File: src/rtl/cpu_pkg.sv
// Shared types and constants for the cpu_pipelined front end.
// Holds the fetch FSM states, the NOP/end encodings and a saturating counter helper.
package cpu_pkg;

  localparam int XLEN = 64;

  localparam logic [31:0] NOP_INSTR = 32'h0000_0013;
  localparam logic [31:0] END_INSTR = 32'h0000_0000;

  typedef enum logic [1:0] {
    RUN   = 2'd0,
    DRAIN = 2'd1,
    DONE  = 2'd2
  } fetch_state_e;

  // Counters stick at all-ones rather than wrapping to zero.
  function automatic logic [31:0] sat_inc32(input logic [31:0] value);
    logic [31:0] result;
    if (value == 32'hFFFF_FFFF) begin
      result = value;
    end else begin
      result = value + 32'd1;
    end
    return result;
  endfunction

endpackage

File: src/rtl/pipe_reg_if_id.sv
// IF/ID pipeline register: reset > flush (NOP bubble) > load > hold.
// The PC field is left untouched on a flush; only the instruction and valid bit are cleared.
module pipe_reg_if_id
  import cpu_pkg::*;
(
  input  logic            clk,
  input  logic            reset,
  input  logic            load,
  input  logic            flush,
  input  logic [XLEN-1:0] pc_in,
  input  logic [31:0]     instr_in,
  output logic [XLEN-1:0] pc,
  output logic [31:0]     instr,
  output logic            valid
);

  logic [XLEN-1:0] pc_r;
  logic [31:0]     instr_r;
  logic            valid_r;

  // IF/ID storage update.
  always_ff @(posedge clk) begin
    if (reset) begin
      pc_r    <= {XLEN{1'b0}};
      instr_r <= NOP_INSTR;
      valid_r <= 1'b0;
    end else if (flush) begin
      instr_r <= NOP_INSTR;
      valid_r <= 1'b0;
    end else if (load) begin
      pc_r    <= pc_in;
      instr_r <= instr_in;
      valid_r <= 1'b1;
    end else begin
      pc_r    <= pc_r;
      instr_r <= instr_r;
      valid_r <= valid_r;
    end
  end

  assign pc    = pc_r;
  assign instr = instr_r;
  assign valid = valid_r;

endmodule

File: src/rtl/fetch_stage.sv
// Instruction-fetch stage: PC register, IF/ID register, end-of-program detection,
// pipeline drain before raising end_program, and execution-time counters.
module fetch_stage
  import cpu_pkg::*;
#(
  parameter int              IMEM_DEPTH   = 64,
  parameter logic [XLEN-1:0] RESET_PC     = {XLEN{1'b0}},
  parameter int              DRAIN_CYCLES = 4
) (
  input  logic                          clk,
  input  logic                          reset,
  input  logic                          stall,
  input  logic                          redirect,
  input  logic [XLEN-1:0]               redirect_pc,
  output logic [$clog2(IMEM_DEPTH)-1:0] imem_addr,
  input  logic [31:0]                   imem_rdata,
  output logic [XLEN-1:0]               pc_current,
  output logic [XLEN-1:0]               if_id_pc,
  output logic [31:0]                   if_id_instr,
  output logic                          if_id_valid,
  output logic                          end_program,
  output logic [31:0]                   cycle_count,
  output logic [31:0]                   fetch_count
);

  localparam int              AW         = $clog2(IMEM_DEPTH);
  localparam int              DW         = $clog2(DRAIN_CYCLES + 1);
  localparam logic [DW-1:0]   DRAIN_LOAD = DW'(DRAIN_CYCLES);
  localparam logic [XLEN-1:0] PC_STEP    = XLEN'(4);
  localparam logic [XLEN-1:0] PC_LIMIT   = XLEN'(IMEM_DEPTH) << 2;
  localparam logic [XLEN-1:0] ALIGN_MASK = {{(XLEN-2){1'b1}}, 2'b00};

  fetch_state_e    state_r, state_next_s;
  logic [XLEN-1:0] pc_r, pc_next_s;
  logic [DW-1:0]   drain_r, drain_next_s;
  logic            end_r, end_next_s;
  logic [31:0]     cycle_r, fetch_r;
  logic            load_s, flush_s, fetch_inc_s, end_hit_s;
  logic [XLEN-1:0] target_s;

  assign end_hit_s = (imem_rdata == END_INSTR) || (pc_r >= PC_LIMIT);
  assign target_s  = redirect_pc & ALIGN_MASK;

  // Next-state and IF/ID control; priority is redirect > stall > end > normal.
  always_comb begin
    state_next_s = state_r;
    pc_next_s    = pc_r;
    drain_next_s = drain_r;
    end_next_s   = end_r;
    load_s       = 1'b0;
    flush_s      = 1'b0;
    fetch_inc_s  = 1'b0;
    case (state_r)
      RUN: begin
        drain_next_s = DRAIN_LOAD;
        if (redirect) begin
          pc_next_s = target_s;
          flush_s   = 1'b1;
        end else if (stall) begin
          pc_next_s = pc_r;
        end else if (end_hit_s) begin
          flush_s      = 1'b1;
          state_next_s = DRAIN;
        end else begin
          pc_next_s   = pc_r + PC_STEP;
          load_s      = 1'b1;
          fetch_inc_s = 1'b1;
        end
      end
      DRAIN: begin
        flush_s = 1'b1;
        // A redirect here means the end word was fetched down a wrong path.
        if (redirect) begin
          pc_next_s    = target_s;
          drain_next_s = DRAIN_LOAD;
          state_next_s = RUN;
        end else if (stall) begin
          drain_next_s = drain_r;
        end else if (drain_r == DW'(1)) begin
          drain_next_s = drain_r - DW'(1);
          state_next_s = DONE;
          end_next_s   = 1'b1;
        end else begin
          drain_next_s = drain_r - DW'(1);
        end
      end
      DONE: begin
        end_next_s = 1'b1;
      end
      default: begin
        state_next_s = RUN;
        drain_next_s = DRAIN_LOAD;
      end
    endcase
  end

  // Architectural state and counters.
  always_ff @(posedge clk) begin
    if (reset) begin
      state_r <= RUN;
      pc_r    <= RESET_PC;
      drain_r <= DRAIN_LOAD;
      end_r   <= 1'b0;
      cycle_r <= 32'd0;
      fetch_r <= 32'd0;
    end else begin
      state_r <= state_next_s;
      pc_r    <= pc_next_s;
      drain_r <= drain_next_s;
      end_r   <= end_next_s;
      cycle_r <= sat_inc32(cycle_r);
      fetch_r <= fetch_inc_s ? sat_inc32(fetch_r) : fetch_r;
    end
  end

  pipe_reg_if_id u_if_id (
    .clk      (clk),
    .reset    (reset),
    .load     (load_s),
    .flush    (flush_s),
    .pc_in    (pc_r),
    .instr_in (imem_rdata),
    .pc       (if_id_pc),
    .instr    (if_id_instr),
    .valid    (if_id_valid)
  );

  assign imem_addr   = pc_r[AW+1:2];
  assign pc_current  = pc_r;
  assign end_program = end_r;
  assign cycle_count = cycle_r;
  assign fetch_count = fetch_r;

endmodule
File: config.mk
export PLATFORM = sky130hd
export DESIGN_NAME = fetch_stage
export DESIGN_NICKNAME = d
export VERILOG_FILES = /design/src/rtl/cpu_pkg.sv /design/src/rtl/pipe_reg_if_id.sv /design/src/rtl/fetch_stage.sv
export SDC_FILE = /design/constraint.sdc
export NUM_CORES = 1
export LEC_CHECK = 0
export CAP_MARGIN = 20
export CORE_MARGIN = 2
export CORE_UTILIZATION = 45
export DETAILED_ROUTE_END_ITERATION = 10
export PLACE_DENSITY = 0.79
export SLEW_MARGIN = 25
export SYNTH_ARGS = -nofsm -noshare
export SYNTH_HDL_FRONTEND = slang
export SYNTH_HIERARCHICAL = 1
export SYNTH_SLANG_ARGS = --single-unit
File: constraint.sdc
create_clock -name clk -period 5.45 [get_ports clk]
set_clock_uncertainty 0.05 [all_clocks]
set_input_delay 0.8175 -clock clk [delete_from_list [all_inputs] [get_ports clk]]
set_output_delay 0.8175 -clock clk [all_outputs]
set_load 0.01 [all_outputs]
# Word-level counts from Yosys, hierarchy flattened
# Cells that the tools add are included.
[op_classes] n_addsub=4 reduce_logical=12 bitwise_logic=3 magnitude_cmp=1 multipliers=0 n_shift=0 div_mod_pow=0 n_eq_ne=16 n_mux=27
[op_table] op="$mux W64" n=4
[op_table] op="$pmux W64 S2" n=1
[op_table] op="$add A32 B1 Y32 const B" n=2
[op_table] op="$add A64 B3 Y64 const B" n=1
[op_table] op="$eq A32 B32 Y1 const B" n=2
[op_table] op="$ge A64 B9 Y1 const B" n=1
[op_table] op="$logic_not A32 Y1" n=1
[op_table] op="$ne A2 B2 Y1 const B" n=7
[op_table] op="$mux W2" n=6
[op_table] op="$ne A3 B3 Y1 const B" n=4
[op_table] op="$mux W1" n=10
[op_table] op="$reduce_and A4 Y1" n=2
[op_table] op="$mux W3" n=2
[op_table] op="$pmux W2 S3" n=1
[op_table] op="$pmux W3 S2" n=1
[op_table] op="$reduce_and A2 Y1" n=3
[op_table] op="$reduce_and A6 Y1" n=1
[op_table] op="$pmux W1 S2" n=2
[op_table] op="$reduce_bool A2 Y1" n=2
[op_table] op="$eq A3 B1 Y1 const B" n=1
[op_table] op="$not A1 Y1" n=3
[op_table] op="$sub A3 B1 Y3 const B" n=1
[op_table] op="$eq A2 B1 Y1 const B" n=1
[op_table] op="$eq A2 B2 Y1 const B" n=1
[op_table] op="other kinds (3)" n=3
[word_totals] ram_bits=0 rom_bits=0 in_bits=100 regBits=231 memories=0 wordCells=72 latch_bits=0

# Longest topological paths before layout
# Gate-level depths: netlist of the first run.
[depth] depth_word=8 mapped_depth=10 ltp_nobuf=8

# Cells and area by module
# The synthesis of the first run kept the hierarchy.
[modules_own_cells] module="fetch_stage" instances=1 cells_each=894 area_each_um2=6916.6
[modules_own_cells] module="pipe_reg_if_id" instances=1 cells_each=400 area_each_um2=4201.5

# Worst setup path before layout of the first run
# No wires, ideal clock.
[synth_timing] path_kind="input -> register" from="input port imem_rdata[24]" to="register u_if_id.pc_r[47] (netlist: u_if_id/pc[47])" setup_slack_ps=2781 stages=10 arrival_ps=2501 path_cell_list="nor4_1 nand4_1 o2111a_1 a21oi_1 nor2_1 a21oi_1 buf_2 clkbuf_1 nand4bb_1 o21ai_1"
[synth_between] elab_chain_cells=8 elab_cells_between_ends=12 cone_classes="mux (8); bitwise (1); reduce/logical (3)"
[synth_rtl] element="start, declared" line="fetch_stage.sv:16" source="input logic [31:0] imem_rdata,"
[synth_rtl] element="$logic_not A32 Y1" line="fetch_stage.sv:41" source="assign end_hit_s = (imem_rdata == END_INSTR) || (pc_r >= PC_LIMIT);"
[synth_rtl] element="$logic_or A1 B1 Y1" line="fetch_stage.sv:41"
[synth_rtl] element="$mux W1" line="fetch_stage.sv:61" source="end else if (end_hit_s) begin"
[synth_rtl] element="$mux W1" line="fetch_stage.sv:59" source="end else if (stall) begin"
[synth_rtl] element="$mux W1" line="fetch_stage.sv:56" source="if (redirect) begin"
[synth_rtl] element="$pmux W1 S2" line="fetch_stage.sv:53" source="case (state_r)"
[synth_rtl] element="named net flush_s" line="fetch_stage.sv:38" source="logic load_s, flush_s, fetch_inc_s, end_hit_s;"
[synth_rtl] element="$not A1 Y1 (no source line)"
[synth_rtl] element="$reduce_and A2 Y1 (no source line)"
[synth_rtl] element="end signal, assigned" line="pipe_reg_if_id.sv:24" source="pc_r <= {XLEN{1'b0}};"
[synth_rtl] element="end signal, assigned" line="pipe_reg_if_id.sv:31" source="pc_r <= pc_in;"
[synth_rtl] element="end signal, assigned" line="pipe_reg_if_id.sv:35" source="pc_r <= pc_r;"
[synth_rtl] element="end, declared" line="pipe_reg_if_id.sv:17" source="logic [XLEN-1:0] pc_r;"
# The timed path passes the listed nets, and every way through them passes these cells.
# A chain may end at the register's enable or synchronous reset.

# Worst setup path in the final report of the first run
[layout_timing] from="register pc_r[40] (netlist: pc_current[40])" to="register u_if_id.instr_r[17] (netlist: u_if_id/instr[17])"
[layout_between] elab_cells_between_ends=11 cone_classes="order compare (1); mux (8); reduce/logical (2)"
[layout_rtl] element="start, declared" line="fetch_stage.sv:34" source="logic [XLEN-1:0] pc_r, pc_next_s;"
[layout_rtl] element="start signal, assigned" line="fetch_stage.sv:108" source="pc_r <= pc_next_s;"
[layout_rtl] element="$ge A64 B9 Y1" line="fetch_stage.sv:41"
[layout_rtl] element="$logic_or A1 B1 Y1" line="fetch_stage.sv:41"
[layout_rtl] element="$mux W1 (4 in a row)"
[layout_rtl] element="named net fetch_inc_s" line="fetch_stage.sv:38"
[layout_rtl] element="end signal, assigned" line="pipe_reg_if_id.sv:32" source="instr_r <= instr_in;"
[layout_rtl] element="end signal, assigned" line="pipe_reg_if_id.sv:36" source="instr_r <= instr_r;"
[layout_rtl] element="end, declared" line="pipe_reg_if_id.sv:18" source="logic [31:0] instr_r;"
# The timed path passes the listed nets, and every way through them passes these cells.

==> flow_summary.toml, run 1 <==
[run_status]
outcome = "finished, final reports clean"

[detailed_routing]
drc = 0
avgRoutedWirePerCell_um = 19.2
via_count = 11100
firstDrtPassIters = 6
viasPerCell = 5.82
drt-initial-drc-count = 931
wirelength_um = 36700
ant_nets = 0

[sta]
setup_violations = 0
max_slew.worst_pin.slew_ns = 0.994
min_period_over_period_pct = 69.6
fin_setup_tns_ns = 0
period_minus_slack_ns = 3.79
max_freq_mhz = 264
slew_headroom_pct = 33.7
hold_violations = 0
slew_viol_final = 0
holdWs_ns = 0.405
rsz0062_at_grt = "no"

[placement]
hpwl_um = 25700
gp_congestion = 0.961
port_buffers = 327

[layout]
area_growth_pct = 37.0
final_nets = 1672
num-fill-cells = 2096
layout-drive-gt1-share_pct = 6.27

[worst_setup_path]
reg2regPathDepth = 9
rr_startpoint = "pc_current[40]"
r2r_end = "u_if_id/instr[17]"
critPathMaxFanout = 51
startpoint_type = "flop"
end_kind = "flop"
critPathRequiredTime_ns = 5.80
crit_type = "flop to flop"
rrSetupSlack_ns = 1.66
arrival_ns = 4.14

[clock_tree]
clock_latency_ns = 0.52
ctsLongestPathBuffers = 3
cts_tree = "yes"
cts_made_buffers = 25
htree_levels = 1
root_buffer = "clkbuf_16"
cts_setup_buffers = 0
postCtsHoldBufs = 0
cts_resized = 0
path_clk_slew_ns = 0.06
numClockSinks = 229

[die]
coreArea_um2 = 24300
dieWidth_um = 161
pin_count = 332
fp.dieH_um = 161
row_count = 57
start_util_pct = 45.7
die_area_um2 = 26000

[pwr]
total_leakage_power_nw = 4.93
power_density_nw_per_um2 = 250
ir_worst_vdd_mv = 0.256

[synthesis]
avgSynthCellArea_um2 = 8.59
ys_ff_latch = 229
synth_edf_count = 0
yosysWarnings = 6
syn-instance-count = 1294
synth_top_area_share_pct = 41.2
netlist_area_um2 = 11100
synth_area_leaders = "dfxtp_1, nand4bb_1, nor2_1, nand2b_1, nand2_1"
synth.largest_area_cell = "dfxtp_1"
async_flop_share_pct = 0
yosysSeqAreaShare_pct = 41.2
synth_ff_type = "dfxtp_1"
synth_cell_types = 68

[hold_path]
hp-start = "end_program"
hold_class = "flop to flop"
min_path_cells = 2
hold_end = "end_program"

[grt]
track_usage_pct = 26.6
grt_pass1_vias = 10300
grt_pass1_wl_um = 56300
globalRouteOverflowTotal = 0
grt_max_degree = 106
antenna_found_initial = 8

[job]
max_cap_viol_count = 0
## cells in the mapped netlist (5+ instances only)
| cell | count |
|---|---|
| a211oi_1 | 20 |
| a21oi_1 | 56 |
| a22o_1 | 5 |
| a22oi_1 | 7 |
| a31oi_1 | 7 |
| and2_1 | 7 |
| and3_1 | 11 |
| and4_1 | 14 |
| buf_1 | 7 |
| buf_2 | 7 |
| buf_4 | 9 |
| buf_6 | 15 |
| clkbuf_1 | 59 |
| dfxtp_1 | 229 |
| ha_1 | 6 |
| inv_1 | 18 |
| mux2_2 | 11 |
| mux2i_1 | 33 |
| nand2_1 | 89 |
| nand2b_1 | 68 |
| nand3_1 | 48 |
| nand4_1 | 34 |
| nand4bb_1 | 64 |
| nor2_1 | 148 |
| nor2b_1 | 15 |
| nor3_1 | 33 |
| nor4_1 | 42 |
| nor4b_1 | 5 |
| o21ai_0 | 46 |
| o21ai_1 | 41 |
| o21ai_2 | 19 |
| o22ai_1 | 6 |
| or2_2 | 7 |
| or3_1 | 21 |
| or4_1 | 7 |
| xnor2_1 | 23 |
| xor2_1 | 7 |
## worst max path at each step
stage / slack, ns / start / endpoint / cells past startpoint
floorplan: 2.78 / imem_rdata[24] / u_if_id/pc[47] / 10
global placement: 1.32 / imem_rdata[0] / u_if_id/pc[63] / 10
detailed placement: 1.27 / imem_rdata[9] / u_if_id/pc[29] / 10
CTS: 1.71 / pc_current[40] / u_if_id/instr[26] / 9
global route: 1.47 / pc_current[40] / u_if_id/instr[28] / 9
finish: 1.66 / pc_current[40] / u_if_id/instr[17] / 9
## sequential cells by signal, summed over array words and instances (netlist names)
register	count
end_program	1
u_if_id/instr	32
u_if_id/pc	64
drain_r	3
cycle_count	32
fetch_count	32
u_if_id/valid	1
state_r	2
pc_current	62
## critical path: stages, from the launching register on
cell and delay, ns:
dfxtp_1 0.42, nor4_1 0.67, nand4_1 0.17, nor2_1 0.42, nand3_1 0.26, nor2_4 0.16, buf_4 0.54, buf_4 0.62
mux2i_1 0.28, nor2_1 0.06
## logic make-up after synthesis
family | count (synthesis) | share of synthesized area [%]
multiplexers | 44 | 4.09
other | 1 | 0.0337
buffers and inverters | 115 | 5.28
flip-flops | 229 | 41.2
AND/OR/NAND/NOR | 629 | 32.9
AO/OA/AOI/OAI | 240 | 13.4
XOR/XNOR | 30 | 2.36
adder cells (fa/ha/maj) | 6 | 0.675
## per-layer routing
layer	GRT usage, %	vias up	part of all wire, %
li1	-	5222	-
met1	34.0	5233	41
met2	42.9	550	45
met3	6.57	107	9.4
met4	11.5	2	4.5
met5	0	-	0.044
## through the flow
stage          utilization [%]  cell area [µm²]  power (W)  instances  worst slack (ns)
2_1_floorplan                -            11100    0.00194       1297              2.78
3_3_place_gp              59.2            14400    0.00213       1863              1.32
3_5_place_dp              59.2            14400    0.00214       1863              1.27
4_1_cts                   62.6            15200    0.00384       1904              1.71
5_1_grt                   62.6            15200    0.00393       1909              1.47
6_report                  62.6            15200    0.00381       1910              1.66
## report_power, final
group,switching (W),total (W),internal [W]
registers,0.0000632,0.00176,0.00170
clock network,0.000677,0.00171,0.00103
logic,0.000159,0.000341,0.000182
## layout by cell type (no fill, tap or decap), types with 41 or more instances in the layout
master             n
nand2b_1          68
dfxtp_1          229
nand2_1           89
o21ai_0           46
o21ai_1           41
nand3_1           48
nor4_1            42
nor2_1           146
a21oi_1           55
nand4bb_1         64
clkdlybuf4s50_1  326
## area by class of cell
class	instances	area, µm²	share of cell area [%]
antenna	6	15.0	0.0986
clock buffer	35	703	4.62
timing repair buffer	339	3360	22.1
inverter	18	67.6	0.444
clock inverter	6	105	0.690
multi-input combinational	953	5990	39.3
sequential	229	4580	30.1
tap	324	405	2.66
Note: power is estimated with default switching activity, not from simulation.
==> run 2, diff against run 1 <==
==> constraint.sdc (replaced) <==
create_clock -name clk -period 3.95 [get_ports clk]
set_clock_uncertainty 0.05 [all_clocks]
set_input_delay 0.5925 -clock clk [delete_from_list [all_inputs] [get_ports clk]]
set_output_delay 0.5925 -clock clk [all_outputs]
set_load 0.01 [all_outputs]
==> run 2 against run 1 <==
Combinational power rose by 46%. Fmax rose by 9.4%. Global-route usage rose by 0.53 points. Critical path type unchanged. Clock-buffer cell count did not move. Sequential share of layout area fell by 0.40 points. Setup slack got worse by 1.2 ns. Clock power rose by 42%. Die area did not move.
==> flow_summary.toml, run 2 (synthesis results as in run 1) <==
[worst_setup_path]
critPathRequiredTime_ns = 4.28
critPathSlowestCell = "and2b_4"
rrSetupSlack_ns = 0.48
crit_chain = "nor4_1, and4_1, o2111a_1, a21oi_1, nor2_1, a21oi_4, and2b_4, o21ai_0"
startpoint_type = "flop"
r2r_end = "u_if_id/pc[62]"
max_stage_delay_ns = 0.92
rr_startpoint = "pc_current[24]"
crit_type = "flop to flop"
reg2regPathDepth = 8
critPathTopFamily = "simple AND/OR/NAND/NOR gates"
arrival_ns = 3.80
critPathMaxFanout = 64
path_buf_inv = 0
end_kind = "flop"

[layout]
largest_register_ffs = 64
final_cell_mix = "clkdlybuf4s50_1, dfxtp_1, nor2_1, nand2_1, nand2b_1"
num-fill-cells = 2032
postLayoutCoreUtil_pct = 63.5
final_common_cell = "clkdlybuf4s50_1"
area_growth_pct = 38.8
final_nets = 1689
layout-drive-gt1-share_pct = 7.87

[clock_tree]
postCtsHoldBufs = 0
cts_resized = 0
cts_made_buffers = 26
root_buffer = "clkbuf_16"
htree_levels = 1
path_clk_slew_ns = 0.06
numClockSinks = 229
cts_setup_buffers = 0
ctsLongestPathBuffers = 3
cts_tree = "yes"
clock_latency_ns = 0.54

[grt]
grt_pass1_wl_um = 57200
grt_max_degree = 98
antenna_found_initial = 6
globalRouteOverflowTotal = 0
grt_pass1_vias = 10400
track_usage_pct = 27.2

[placement]
gp_congestion = 0.993
place_ws_ns = 0.297
hpwl_um = 26200
port_buffers = 327

[detailed_routing]
drc = 0
avgRoutedWirePerCell_um = 19.1
wirelength_um = 37000
firstDrtPassIters = 5
via_count = 11200
drt-initial-drc-count = 1019
ant_nets = 0
viasPerCell = 5.78

[die]
row_count = 57
dieWidth_um = 161
pin_count = 332
fp.dieH_um = 161
start_util_pct = 45.7
coreArea_um2 = 24300
die_area_um2 = 26000

[hold_path]
hp-start = "end_program"
min_path_cells = 2
hold_class = "flop to flop"
hold_end = "end_program"

[sta]
max_freq_mhz = 288
hold_violations = 0
rsz0062_at_grt = "no"
slew_viol_final = 0
period_minus_slack_ns = 3.47
setup_violations = 0
fin_setup_tns_ns = 0
max_slew.worst_pin.slew_ns = 0.988
setup_ws_ns = 0.484
min_period_over_period_pct = 87.8
slew_headroom_pct = 34.2

[run_status]
outcome = "finished, final reports clean"

[pwr]
power_density_nw_per_um2 = 347
p_total_w = 0.00535
total_leakage_power_nw = 5.06
ir_worst_vdd_mv = 0.436

[job]
max_cap_viol_count = 0
run 2: cell types whose count changed in the layout (fill, tap and decap cells not counted), sizes merged:
cell / change
clkinvlp: +2
bufinv: -2
clkinv: +6
buf: +16
run 2: worst max path at each step:
stage                     cells after the start  slack (ns)              end            from
after floorplan                              10        1.51   u_if_id/pc[47]  imem_rdata[24]
after global placement                        9        0.37   u_if_id/pc[60]   imem_rdata[6]
after global routing                          8        0.36  fetch_count[30]  pc_current[43]
final                                         8        0.48   u_if_id/pc[62]  pc_current[24]
after CTS                                     8        0.59   u_if_id/pc[62]  pc_current[24]
after detailed placement                      9        0.30   u_if_id/pc[62]   imem_rdata[3]
run 2: power breakdown:
| part | switching, W | total, W | internal [W] | leakage (nW) |
|---|---|---|---|---|
| sequential | 0.0000742 | 0.00242 | 0.00235 | 1.85 |
| clock | 0.000996 | 0.00243 | 0.00144 | 0.434 |
| combinational | 0.000234 | 0.000497 | 0.000263 | 2.77 |
| total | 0.00130 | 0.00535 | 0.00405 | 5.06 |
run 2: layout make-up:
class,count,area [µm²],area share [%]
clock inverter,12,93.8,0.608
tap,324,405,2.63
multi-input combinational,953,5990,38.8
timing repair buffer,355,3510,22.7
antenna,6,15.0,0.0973
clock buffer,35,776,5.03
inverter,18,67.6,0.438
sequential,229,4580,29.7
run 2: metal layers:
metal	routed length [µm]	up-vias	share of wire, %	track usage, %
met3	3680	106	10	7.60
met2	16800	570	46	43.8
met1	14800	5222	40	34.1
met5	16	-	0.043	0
met4	1660	2	4.5	11.7
li1	-	5265	-	-
run 2: per-stage QoR:
stage | hold slack (ns) | cells | area, µm²
after floorplan | 0.404 | 1297 | 11100
after global placement | 0.387 | 1879 | 14600
after detailed placement | 0.395 | 1879 | 14600
after CTS | 0.404 | 1926 | 15400
after global routing | 0.429 | 1929 | 15400
final | 0.400 | 1932 | 15400
run 2: worst reg2reg max path, delay by kind of cell (launching register included):
family          cells  cell delay (ns)
compound gates      4             0.86
simple gates        4             2.01
flops               1             0.39
==> run 3, diff against run 2 <==
--- a/config.mk
+++ b/config.mk
@@ -6,10 +6,13 @@
 export NUM_CORES = 1
 export LEC_CHECK = 0
 export CAP_MARGIN = 20
+export CELL_PAD_IN_SITES_DETAIL_PLACEMENT = 0
+export CELL_PAD_IN_SITES_GLOBAL_PLACEMENT = 2
 export CORE_MARGIN = 2
-export CORE_UTILIZATION = 45
+export CORE_UTILIZATION = 27
 export DETAILED_ROUTE_END_ITERATION = 10
-export PLACE_DENSITY = 0.79
+export MAX_ROUTING_LAYER = met4
+export PLACE_DENSITY = 0.81
 export SLEW_MARGIN = 25
 export SYNTH_ARGS = -nofsm -noshare
 export SYNTH_HDL_FRONTEND = slang
==> constraint.sdc (replaced) <==
create_clock -name clk -period 3.95 [get_ports clk]
set_clock_uncertainty 0.05 [all_clocks]
set_input_delay 0.79 -clock clk [delete_from_list [all_inputs] [get_ports clk]]
set_output_delay 0.79 -clock clk [all_outputs]
set_load 0.01 [all_outputs]
==> run 3 against run 2 <==
Clock power increased by 13%. Register-to-register slack improved by 0.36 ns. Via count decreased by 3.5%. Largest cell class unchanged. Fmax increased by 12%. Highest routed layer is now met4. Global-route usage decreased by 8.9 points. Design area increased by 3.0%. Routed wire length increased by 8.1%. Core utilization decreased by 24 points. Sequential power about the same. Critical path depth increased by 1. First-iteration DRC count decreased by 48%.
==> flow_summary.toml, run 3 (synthesis results as in run 1) <==
[run_status]
outcome = "finished, final reports clean"

[placement]
hpwl_um = 28000
port_buffers = 327
gp_congestion = 0.800

[sta]
holdWs_ns = 0.411
setup_violations = 0
max_slew.worst_pin.slew_ns = 1.00
rsz0062_at_grt = "no"
hold_violations = 0
fin_setup_tns_ns = 0
slew_viol_final = 0
min_period_over_period_pct = 78.6
max_freq_mhz = 322
slew_headroom_pct = 33.1
period_minus_slack_ns = 3.11

[layout]
layout-drive-gt1-share_pct = 8.18
final_nets = 1696
final_common_cell = "clkdlybuf4s50_1"
area_growth_pct = 43.0
largest_register_ffs = 64
final_cell_mix = "clkdlybuf4s50_1, dfxtp_1, nor2_1, nand2_1, nand2b_1"
num-fill-cells = 4160

[hold_path]
min_path_cells = 2
hold_class = "flop to flop"
hold_end = "end_program"
hp-start = "end_program"

[worst_setup_path]
critPathMaxFanout = 16
rr_startpoint = "pc_current[9]"
crit_chain = "nor4_1, and4_1, o2111a_1, buf_4, nand3_1, nor2_4, and2b_4, buf_4, o21ai_1"
rrSetupSlack_ns = 0.84
path_common_cell = "buf_4"
critPathSlowestCell = "nor4_1"
end_kind = "flop"
reg2regPathDepth = 9
crit_type = "flop to flop"
critPathRequiredTime_ns = 4.35
max_stage_delay_ns = 0.65
startpoint_type = "flop"
r2r_end = "u_if_id/pc[49]"
arrival_ns = 3.50

[detailed_routing]
drt-initial-drc-count = 526
firstDrtPassIters = 4
avgRoutedWirePerCell_um = 18.6
wirelength_um = 40000
via_count = 10800
drc = 0
viasPerCell = 5.01
ant_nets = 0

[clock_tree]
path_clk_slew_ns = 0.06
cts_resized = 0
cts_made_buffers = 29
postCtsHoldBufs = 0
cts_tree = "yes"
clock_latency_ns = 0.57
htree_levels = 1
root_buffer = "clkbuf_16"
numClockSinks = 229
cts_setup_buffers = 0
ctsLongestPathBuffers = 3

[grt]
grt_pass1_wl_um = 60000
antenna_found_initial = 7
globalRouteOverflowTotal = 0
grt_max_degree = 98
track_usage_pct = 18.3
grt_pass1_vias = 10300

[pwr]
power_density_nw_per_um2 = 355
total_leakage_power_nw = 5.14
ir_worst_vdd_mv = 0.231

[job]
max_cap_viol_count = 0

[die]
start_util_pct = 27.3
row_count = 74
die_area_um2 = 42800
fp.dieH_um = 207
pin_count = 332
coreArea_um2 = 40700
dieWidth_um = 207
-- run 3: cell count changes in the layout (fill, tap and decap cells not counted), moves of 2 or more --
cell | before | now
clkbuf_1 | 1 | 7
diode_2 | 6 | 8
clkbuf_16 | 27 | 29
clkbuf_8 | 7 | 10
buf_12 | 2 | 5
clkinv_2 | 8 | 3
-- run 3: through the flow --
stage               instance area (µm²)  total power, W  util (%)  std cells  worst slack, ns
floorplan                         11100         0.00268         -       1297             1.31
global placement                  14900         0.00296      36.6       2091            0.263
detailed placement                14900         0.00297      36.6       2091            0.244
CTS                               15900         0.00575      39.0       2145            0.781
global route                      15900         0.00588      39.0       2152            0.595
finish                            15900         0.00565      39.0       2153            0.844
-- run 3: worst max-delay path: cells and delay by family, from the launching register on --
kind | cells | cell delay (ns)
AOI/OAI and AO/OA | 2 | 0.37
buffers and inverters | 2 | 0.46
DFF | 1 | 0.37
and+or+nand+nor | 5 | 1.74
-- run 3: layout make-up --
type                       count  area, µm²  share of cell area, %
antenna                        8       20.0                  0.126
clock buffer                  45        876                   5.51
clock inverter                 9        106                  0.669
inverter                      18       67.6                  0.425
multi-input combinational    953       6000                   37.7
sequential                   229       4580                   28.8
tap                          532        666                   4.19
timing repair buffer         359       3580                   22.5
-- run 3: worst max-delay path by stage --
stage | startpoint | endpoint | slack [ns] | cells after the start
final | pc_current[9] | u_if_id/pc[49] | 0.84 | 9
after CTS | pc_current[40] | u_if_id/pc[49] | 0.78 | 9
after global routing | pc_current[40] | u_if_id/pc[49] | 0.60 | 9
after global placement | imem_rdata[1] | u_if_id/instr[2] | 0.26 | 10
after floorplan | imem_rdata[24] | u_if_id/pc[47] | 1.31 | 10
after detailed placement | imem_rdata[1] | u_if_id/instr[19] | 0.24 | 10
-- run 3: per-layer routing --
| layer | up-vias | share of wire, % | global-route usage [%] |
|---|---|---|---|
| met3 | 49 | 6.2 | 3.96 |
| li1 | 5303 | - | - |
| met5 | - | 0 | - |
| met1 | 5159 | 45 | 23.1 |
| met4 | 0 | 2.1 | 5.37 |
| met2 | 267 | 47 | 29.3 |
-- run 3: power breakdown --
part           switching (W)  internal [W]  total (W)
sequential         0.0000728       0.00235    0.00242
clock                0.00109       0.00165    0.00274
combinational       0.000228      0.000262   0.000490
total                0.00139       0.00426    0.00565
